$ cat src/rtl/crypt_link_pkg.sv
// Shared definitions for the serial encryption link framer: state encoding,
// default preamble and frame-length helper.
package crypt_link_pkg;

  typedef enum logic [1:0] {
    ST_IDLE    = 2'd0,
    ST_SYNC    = 2'd1,
    ST_SRC     = 2'd2,
    ST_PAYLOAD = 2'd3
  } frame_state_e;

  localparam logic [7:0] SYNC_WORD_DEFAULT = 8'hA5;

  // Valid bits per frame: 8 sync + 1 source + 8 per payload byte.
  function automatic int unsigned frame_len(input int unsigned payload_bytes);
    return 32'd9 + 32'd8 * payload_bytes;
  endfunction

endpackage

$ cat src/rtl/rr_arb2.sv
// Two-request round-robin arbiter. The pointer names the requester that wins
// a tie and flips to the other side whenever a grant is taken.
module rr_arb2 (
  input  logic       clk,
  input  logic       rst_n,
  input  logic [1:0] req,
  input  logic       upd,
  output logic       gnt_valid,
  output logic       gnt_idx
);

  logic ptr_r;
  logic gnt_idx_s;

  // Grant selection: single request wins outright, a tie goes to the pointer.
  always_comb begin
    gnt_idx_s = 1'b0;
    if (req == 2'b11) begin
      gnt_idx_s = ptr_r;
    end else if (req == 2'b10) begin
      gnt_idx_s = 1'b1;
    end else begin
      gnt_idx_s = 1'b0;
    end
  end

  assign gnt_valid = |req;
  assign gnt_idx   = gnt_idx_s;

  // Pointer register, moved past the winner on every taken grant.
  always_ff @(posedge clk or negedge rst_n) begin
    if (!rst_n) begin
      ptr_r <= 1'b0;
    end else if (upd && gnt_valid) begin
      ptr_r <= ~gnt_idx_s;
    end else begin
      ptr_r <= ptr_r;
    end
  end

endmodule

$ cat src/rtl/crypt_frame_ctrl.sv
// Frame controller: arbitrates two byte requesters and serialises
// sync word, source bit and a fixed-length payload one bit per clock.
module crypt_frame_ctrl
  import crypt_link_pkg::*;
#(
  parameter logic [7:0] SYNC_WORD     = SYNC_WORD_DEFAULT,
  parameter int         PAYLOAD_BYTES = 4
) (
  input  logic       i_clk,
  input  logic       i_rst_n,
  input  logic       i_req0,
  input  logic       i_req1,
  input  logic [7:0] i_data0,
  input  logic [7:0] i_data1,
  output logic       o_ack0,
  output logic       o_ack1,
  output logic       o_bit,
  output logic       o_valid,
  output logic       o_sof,
  output logic       o_eof,
  output logic       o_src
);

  localparam int             BW        = $clog2(PAYLOAD_BYTES + 1);
  localparam logic [BW-1:0]  LAST_BYTE = BW'(PAYLOAD_BYTES - 1);

  frame_state_e  state_r, state_nxt_s;
  logic [2:0]    bit_cnt_r, bit_cnt_nxt_s;
  logic [BW-1:0] byte_cnt_r, byte_cnt_nxt_s;
  logic [7:0]    shift_r, shift_nxt_s;
  logic          bit_r, bit_nxt_s;
  logic          valid_r, valid_nxt_s;
  logic          sof_r, sof_nxt_s;
  logic          eof_r, eof_nxt_s;
  logic          src_r, src_nxt_s;

  logic          gnt_valid_s, gnt_idx_s;
  logic          fetch_cycle_s, ack0_s, ack1_s;
  logic [7:0]    fetch_byte_s;

  rr_arb2 u_arb (
    .clk       (i_clk),
    .rst_n     (i_rst_n),
    .req       ({i_req1, i_req0}),
    .upd       (state_r == ST_IDLE),
    .gnt_valid (gnt_valid_s),
    .gnt_idx   (gnt_idx_s)
  );

  // Byte fetch: SRC cycle for byte 0, LSB cycle of each non-final byte after.
  always_comb begin
    fetch_cycle_s = (state_r == ST_SRC) ||
                    ((state_r == ST_PAYLOAD) && (bit_cnt_r == 3'd7) && (byte_cnt_r != LAST_BYTE));
    ack0_s = fetch_cycle_s && !src_r && i_req0;
    ack1_s = fetch_cycle_s &&  src_r && i_req1;
    if (ack0_s) begin
      fetch_byte_s = i_data0;
    end else if (ack1_s) begin
      fetch_byte_s = i_data1;
    end else begin
      fetch_byte_s = 8'h00;
    end
  end

  assign o_ack0 = ack0_s;
  assign o_ack1 = ack1_s;

  // Next-state and next-output logic; outputs describe the following cycle.
  always_comb begin
    state_nxt_s    = state_r;
    bit_cnt_nxt_s  = bit_cnt_r;
    byte_cnt_nxt_s = byte_cnt_r;
    shift_nxt_s    = shift_r;
    bit_nxt_s      = 1'b0;
    valid_nxt_s    = 1'b0;
    sof_nxt_s      = 1'b0;
    eof_nxt_s      = 1'b0;
    src_nxt_s      = src_r;
    case (state_r)
      ST_IDLE: begin
        if (gnt_valid_s) begin
          state_nxt_s    = ST_SYNC;
          bit_cnt_nxt_s  = 3'd0;
          byte_cnt_nxt_s = '0;
          bit_nxt_s      = SYNC_WORD[7];
          valid_nxt_s    = 1'b1;
          sof_nxt_s      = 1'b1;
          src_nxt_s      = gnt_idx_s;
        end else begin
          state_nxt_s    = ST_IDLE;
        end
      end
      ST_SYNC: begin
        valid_nxt_s = 1'b1;
        if (bit_cnt_r == 3'd7) begin
          state_nxt_s   = ST_SRC;
          bit_cnt_nxt_s = 3'd0;
          bit_nxt_s     = src_r;
        end else begin
          bit_cnt_nxt_s = bit_cnt_r + 3'd1;
          bit_nxt_s     = SYNC_WORD[3'd6 - bit_cnt_r];
        end
      end
      ST_SRC: begin
        state_nxt_s    = ST_PAYLOAD;
        valid_nxt_s    = 1'b1;
        bit_cnt_nxt_s  = 3'd0;
        byte_cnt_nxt_s = '0;
        bit_nxt_s      = fetch_byte_s[7];
        shift_nxt_s    = {fetch_byte_s[6:0], 1'b0};
      end
      ST_PAYLOAD: begin
        if (bit_cnt_r == 3'd7) begin
          bit_cnt_nxt_s = 3'd0;
          if (byte_cnt_r == LAST_BYTE) begin
            state_nxt_s    = ST_IDLE;
            byte_cnt_nxt_s = '0;
            shift_nxt_s    = 8'h00;
          end else begin
            valid_nxt_s    = 1'b1;
            byte_cnt_nxt_s = byte_cnt_r + BW'(1);
            bit_nxt_s      = fetch_byte_s[7];
            shift_nxt_s    = {fetch_byte_s[6:0], 1'b0};
          end
        end else begin
          valid_nxt_s   = 1'b1;
          bit_cnt_nxt_s = bit_cnt_r + 3'd1;
          bit_nxt_s     = shift_r[7];
          shift_nxt_s   = {shift_r[6:0], 1'b0};
          eof_nxt_s     = (bit_cnt_r == 3'd6) && (byte_cnt_r == LAST_BYTE);
        end
      end
      default: begin
        state_nxt_s = ST_IDLE;
      end
    endcase
  end

  // State, counters, shift register and registered frame outputs.
  always_ff @(posedge i_clk or negedge i_rst_n) begin
    if (!i_rst_n) begin
      state_r    <= ST_IDLE;
      bit_cnt_r  <= 3'd0;
      byte_cnt_r <= '0;
      shift_r    <= 8'h00;
      bit_r      <= 1'b0;
      valid_r    <= 1'b0;
      sof_r      <= 1'b0;
      eof_r      <= 1'b0;
      src_r      <= 1'b0;
    end else begin
      state_r    <= state_nxt_s;
      bit_cnt_r  <= bit_cnt_nxt_s;
      byte_cnt_r <= byte_cnt_nxt_s;
      shift_r    <= shift_nxt_s;
      bit_r      <= bit_nxt_s;
      valid_r    <= valid_nxt_s;
      sof_r      <= sof_nxt_s;
      eof_r      <= eof_nxt_s;
      src_r      <= src_nxt_s;
    end
  end

  assign o_bit   = bit_r;
  assign o_valid = valid_r;
  assign o_sof   = sof_r;
  assign o_eof   = eof_r;
  assign o_src   = src_r;

endmodule

$ cat config.mk
export PLATFORM = sky130hd
export DESIGN_NAME = crypt_frame_ctrl
export DESIGN_NICKNAME = d
export VERILOG_FILES = /design/src/rtl/crypt_link_pkg.sv /design/src/rtl/rr_arb2.sv /design/src/rtl/crypt_frame_ctrl.sv
export SDC_FILE = /design/constraint.sdc
export NUM_CORES = 1
export LEC_CHECK = 0
export BUFFER_PORTS_ARGS = -buffer_cell sky130_fd_sc_hd__buf_2
export CAP_MARGIN = 30
export CORE_UTILIZATION = 55
export CTS_CLUSTER_DIAMETER = 100
export CTS_CLUSTER_SIZE = 12
export DETAILED_ROUTE_END_ITERATION = 10
export PLACE_DENSITY_LB_ADDON = 0.2
export SYNTH_ARGS = -nofsm -noshare
export SYNTH_HDL_FRONTEND = slang
export SYNTH_HIERARCHICAL = 1
export SYNTH_SLANG_ARGS = --single-unit
$ cat constraint.sdc
create_clock -name i_clk -period 3.4 [get_ports i_clk]
set_clock_uncertainty 0.05 [all_clocks]
set_input_delay 0.17 -clock i_clk [delete_from_list [all_inputs] [get_ports i_clk]]
set_output_delay 0.17 -clock i_clk [all_outputs]
set_load 0.005 [all_outputs]
; Word level (Yosys, flattened, before mapping)
; Memories as Yosys holds them, arrays and structs flattened.
; Index checks and enable logic that the tools add are counted.
[word_totals]
reg_bits = 22
memories = 1
in_bits = 20
output_inout_bits = 7
romBits = 8
elab_cells = 78
[memory_table]
columns = memory, depth, word_bits, rd, rd_clocked_by_memory_dff, write_ports, line_no
row1 = (no name shown), 8, 1, 1, 0, 0, crypt_frame_ctrl.sv:101  ; bit_nxt_s = SYNC_WORD[3'd6 - bit_cnt_r];
[op_classes]
reduce_logical = 19
order_cmp = 1
mux = 30
addsub = 3
eq_ne = 13
n_bitwise = 1
[op_table]
columns = op, count
row1 = two-way mux 8 bit, 4
row2 = case mux 3 bit (3 select lines), 2
row3 = case mux 8 bit (2 select lines), 1
row4 = two-way mux 1 bit, 13
row5 = two-way mux 3 bit, 4
row6 = "equality test 2 bit, second input constant", 4
row7 = logical AND 1 bit, 8
row8 = case mux 2 bit (4 select lines), 1
row9 = "adder 3 x 1 -> 3 bit, second input constant", 2
row10 = "equality test 3 bit, second input constant", 2
row11 = two-way mux 2 bit, 3
row12 = AND reduction 3 bit, 2
row13 = OR reduction 2 bit, 3
row14 = "less-than comparator 3 x 4 -> 1 bit, second input constant", 1
row15 = "!= test 2 x 1 -> 1 bit, second input constant", 2
row16 = "!= test 2 bit, second input constant", 2
row17 = case mux 1 bit (4 select lines), 1
row18 = "equality test 3 x 2 -> 1 bit, second input constant", 1
row19 = "!= test 3 x 2 -> 1 bit, second input constant", 1
row20 = case mux 1 bit (3 select lines), 1
row21 = nonzero test 3 bit, 1
row22 = "subtractor 3 bit, first input constant", 1
row23 = "equality test 2 x 1 -> 1 bit, second input constant", 1
row24 = logical NOT 2 bit, 1
row25 = other kinds (5), 5

; Longest topological paths before layout
[logic_depth]
depth_word = 11
depth_mapped = 7
mapped_depth_nobuf = 6

; Modules after synthesis
; Netlist, hierarchy kept.
[modules_own_cells]
columns = mod, cells_per_inst, area_each_um2, seq_area_each_um2, instances
row1 = crypt_frame_ctrl, 110, 1128.6, 500.5, 1
row2 = rr_arb2, 6, 53.8, 25.0, 1

; Least setup slack after synthesis
; No wires, ideal clock.
[synth_timing]
kind = register -> register
startpoint = register bit_cnt_r[0]
endpoint = register shift_r[1]
stages_incl_launch_ff = 7
path_buffers = 1
path_slack_ns = 1.838
arrival_time_ns = 1.416
path_cell_list = dfrtp_1 ha_1 ha_1 buf_4 a31oi_1 nor3_1 o31ai_1
[synth_via]
elab_chain_len = 11
[synth_lines]
columns = item, line_no
row1 = from (decl), crypt_frame_ctrl.sv:28  ; logic [2:0] bit_cnt_r, bit_cnt_nxt_s;
row2 = from (signal assigned), crypt_frame_ctrl.sv:153  ; bit_cnt_r <= bit_cnt_nxt_s;
row3 = equality test 3 bit *, "crypt_frame_ctrl.sv:53, crypt_frame_ctrl.sv:113"
row4 = logical AND 1 bit (2 in a row), crypt_frame_ctrl.sv:53  ; ((state_r == ST_PAYLOAD) && (bit_cnt_r == 3'd7) && (byte_cnt_r != LAST_BYTE));
row5 = logical OR 1 bit, crypt_frame_ctrl.sv:52  ; fetch_cycle_s = (state_r == ST_SRC) ||
row6 = logical AND 1 bit (2 in a row), crypt_frame_ctrl.sv:55  ; ack1_s = fetch_cycle_s && src_r && i_req1;
row7 = two-way mux 8 bit, crypt_frame_ctrl.sv:58  ; end else if (ack1_s) begin
row8 = two-way mux 8 bit, crypt_frame_ctrl.sv:56  ; if (ack0_s) begin
row9 = two-way mux 8 bit, crypt_frame_ctrl.sv:115  ; if (byte_cnt_r == LAST_BYTE) begin
row10 = two-way mux 8 bit, crypt_frame_ctrl.sv:113  ; if (bit_cnt_r == 3'd7) begin
row11 = case mux 8 bit (2 select lines) *, crypt_frame_ctrl.sv:79  ; case (state_r)
row12 = to (signal assigned), crypt_frame_ctrl.sv:155  ; shift_r <= shift_nxt_s;
row13 = to (decl), crypt_frame_ctrl.sv:30  ; logic [7:0] shift_r, shift_nxt_s;
; Every way passes the cells marked *; elsewhere a longest branch is shown, timed or not.
; A chain may end at the register's enable or synchronous reset.

; Final worst setup path
[layout_timing]
startpoint = register bit_cnt_r[0]
endpoint = register bit_r (netlist: o_bit)
[layout_via]
elab_chain_len = 11
[layout_lines]
columns = item, line_no
row1 = branches (longest 10 deep; another with subtractor 3 bit), -
row2 = case mux 1 bit (4 select lines) *, crypt_frame_ctrl.sv:79
row3 = named net bit_nxt_s, crypt_frame_ctrl.sv:31  ; logic bit_r, bit_nxt_s;
row4 = to (signal assigned), crypt_frame_ctrl.sv:156  ; bit_r <= bit_nxt_s;
row5 = to (decl), crypt_frame_ctrl.sv:31
; Mark *: on every way through the listed nets, which the timed path passes. The select of a mux whose other input is x is not followed.

==> flow_summary_export.csv <==
group,metric,value,unit
run_status,status,"finished clean",
floorplan,die-area,2340,µm²
timing,rsz0062_at_grt,"no",
hold_path,hold_end,"u_arb/ptr_r",
routing,drc,0,
routing,firstDrtPassIters,4,
worst_setup_path,critPathArrivalTime,2.30,ns
hold_path,min_delay_path_depth,2,
worst_setup_path,path_max_fanout,11,
layout,fin_nets,172,
worst_setup_path,critPathCaptureType,"flop",
synth,syn_nets,145,
pwr,vdd.ir_drop.worst,0.444,mV
synth,postSynthCellCount,116,
worst_setup_path,worstPathRequired,3.59,ns
clocking,clock_latency,0.31,ns
worst_setup_path,r2r-end,"o_bit",
synth,avgSynthCellArea,10.2,µm²
routing,drt_iter0_drc,41,
routing,avgRoutedWirePerCell,14.2,µm
global_routing,grt_util_all_layers,0.238,
global_routing,grt_max_degree,22,
routing,vias_per_cell,5.63,
clocking,htree_levels,1,
worst_setup_path,r2r_start,"bit_cnt_r[0]",
clocking,clk_pin_slew,0.11,ns
layout,layout_common_cells,"26 x buf_2, 21 x dfrtp_1, 11 x a22oi_1",
timing,maxSlewViolCount,0,
global_routing,grt_pass1_vias,950,
run,maxCapViolCount,0,
placed_design,post_dp_cell_area,1320,µm²
synth,yosys-top-cells-area,"dfrtp_1 44%, ha_1 9.5%, a22oi_1 7.0%",
synth,yosysWarnings,6,
global_routing,antenna_found_initial,0,
placed_design,hpwl,1840,µm
worst_setup_path,r2r_slack,1.29,ns
routing,postRouteAntennaNets,0,
synth,ys_seq_area_frac,0.444,
synth,synth_top_area_share,0.444,
layout,fillers,147,
routing,wirelength,2400,µm
global_routing,grt-ovfl-total,0,
clocking,cts_tree,"built",
timing,fmaxAchievable,475,MHz
floorplan,rows,16,
placed_design,io_buffers,26,
clocking,cts_made_buffers,3,
timing,setup_viol,0,
floorplan,start_util,0.597,
pwr,power_density,753,nW/µm²
floorplan,io_pins,27,
timing,min_period,2.11,ns
worst_setup_path,start_kind,"flop",
global_routing,grt_pass1_wl,4200,µm
placed_design,gp_congestion,0.778,
synth,synthesis.area,1180,µm²
pwr,cellLeakagePower,0.656,nW
hold_path,hold_path.class,"in2reg",
clocking,clockBufferDepth,2,
worst_setup_path,r2r_cells,6,
worst_setup_path,critPathKind,"reg2reg",
clocking,clkSinkCount,21,
floorplan,fp.dieW,48.4,µm
routing,vias,952,
layout,mostFrequentLayoutCell,"buf_2",
layout,area_growth,14.4,%
clocking,root_buffer,"clkbuf_4",
layout,final_area,1350,µm²
hold_path,min_from,"i_req1",
layout,diodes,0,
synth,synth_cell_type_count,33,
synth,synth_seq_cells,21,
layout,drive_gt1_frac,0.261,
synth,yosysTopAreaCell,"dfrtp_1",
timing,finalSetupTns,0,ns
timing,tightestPinTransition,0.847,ns
timing,max_slew_margin,0.434,
floorplan,die_h,48.4,µm
floorplan,core,1980,µm²
timing,period_share,0.620,
timing,hold_viol,0,
clocking,cts_resized,0,
## critical path, stage by stage, from the launching register on
cell and delay [ns]:
dfrtp_1 0.45, ha_1 0.22, ha_1 0.29, nor2b_1 0.61
a21oi_1 0.15, o21a_1 0.14, a21oi_2 0.13
## metal layers
metal | vias up | track usage | share of wire
met3 | 4 | 0.0472 | 0.053
met1 | 445 | 0.288 | 0.44
met2 | 32 | 0.406 | 0.49
met5 | - | 0 | 0
met4 | 0 | 0.118 | 0.020
li1 | 471 | - | -
## state kept, by name (all words and copies together) (netlist names)
signal and count:
shift_r 7, bit_cnt_r 3, byte_cnt_r 3, state_r 2, o_bit 1, o_eof 1, o_sof 1, o_src 1
o_valid 1, u_arb/ptr_r 1
## what timing repair did
action                    4_1_cts  5_1_grt
setup buffers                   0        0
hold endpoints to repair       21        0
hold buffers                    1        0
## final cells by class
class                   instances  area [µm²]  share of cell area
clock buffers                   4        26.3              0.0194
inverters                       7        26.3              0.0194
multi-input cells              83         601               0.444
flip-flops and latches         21         526               0.389
well taps                      27        33.8              0.0250
repair buffers                 27         140               0.104
## metrics by stage
stage	setup slack, ns	std cells	util	hold WS [ns]	power (W)
final	1.29	169	0.682	0.0210	0.00102
after global routing	1.12	169	0.682	0.0187	0.00110
after CTS	1.28	169	0.682	0.0156	0.00102
after detailed placement	1.30	164	0.664	0.0958	0.000898
after global placement	1.43	164	0.664	0.0923	0.000877
after floorplan	1.84	116	-	-0.176	0.000766
## cell families after synthesis
| family | count (synthesis) | synth area share |
|---|---|---|
| buf+inv | 12 | 0.0476 |
| simple gates | 31 | 0.134 |
| flops | 21 | 0.444 |
| fa+ha+maj | 9 | 0.0952 |
| compound gates | 39 | 0.231 |
| mux | 3 | 0.0286 |
| xor+xnor | 1 | 0.0190 |
## report_power, final
group	leakage (nW)	switching, W	internal, W	total, W
Clock	0.0150	0.0000746	0.0000459	0.000120
Combinational	0.370	0.000280	0.000224	0.000505
Sequential	0.271	0.0000604	0.000333	0.000393
## Yosys cell counts
cell type	n
dfrtp_1	21
a22oi_1	11
ha_1	9
nand2_1	9
nor2_1	8
o21ai_0	8
inv_1	7
nor2b_1	4
o31ai_1	4
a21oi_1	3
buf_2	3
mux2_2	3
nor4_1	3
a31oi_1	2
a32oi_1	2
buf_4	2
a21boi_0	1
a21boi_1	1
a21o_2	1
a21oi_2	1
a22o_1	1
a22oi_2	1
and2_1	1
and2_4	1
nand2b_1	1
nand2b_4	1
nand3_1	1
nor3_1	1
o21a_1	1
o21ai_1	1
o41ai_1	1
or2_1	1
xnor3_1	1
## worst max-delay path by stage
stage | from | depth (start not counted) | to | slack [ns]
after floorplan | bit_cnt_r[0] | 6 | shift_r[1] | 1.84
after global placement | bit_cnt_r[0] | 6 | o_bit | 1.43
after detailed placement | bit_cnt_r[0] | 6 | o_bit | 1.30
after CTS | bit_cnt_r[0] | 6 | o_bit | 1.28
after global routing | bit_cnt_r[0] | 6 | o_bit | 1.12
final | bit_cnt_r[0] | 6 | o_bit | 1.29
Power figures use the tool's default switching activity.
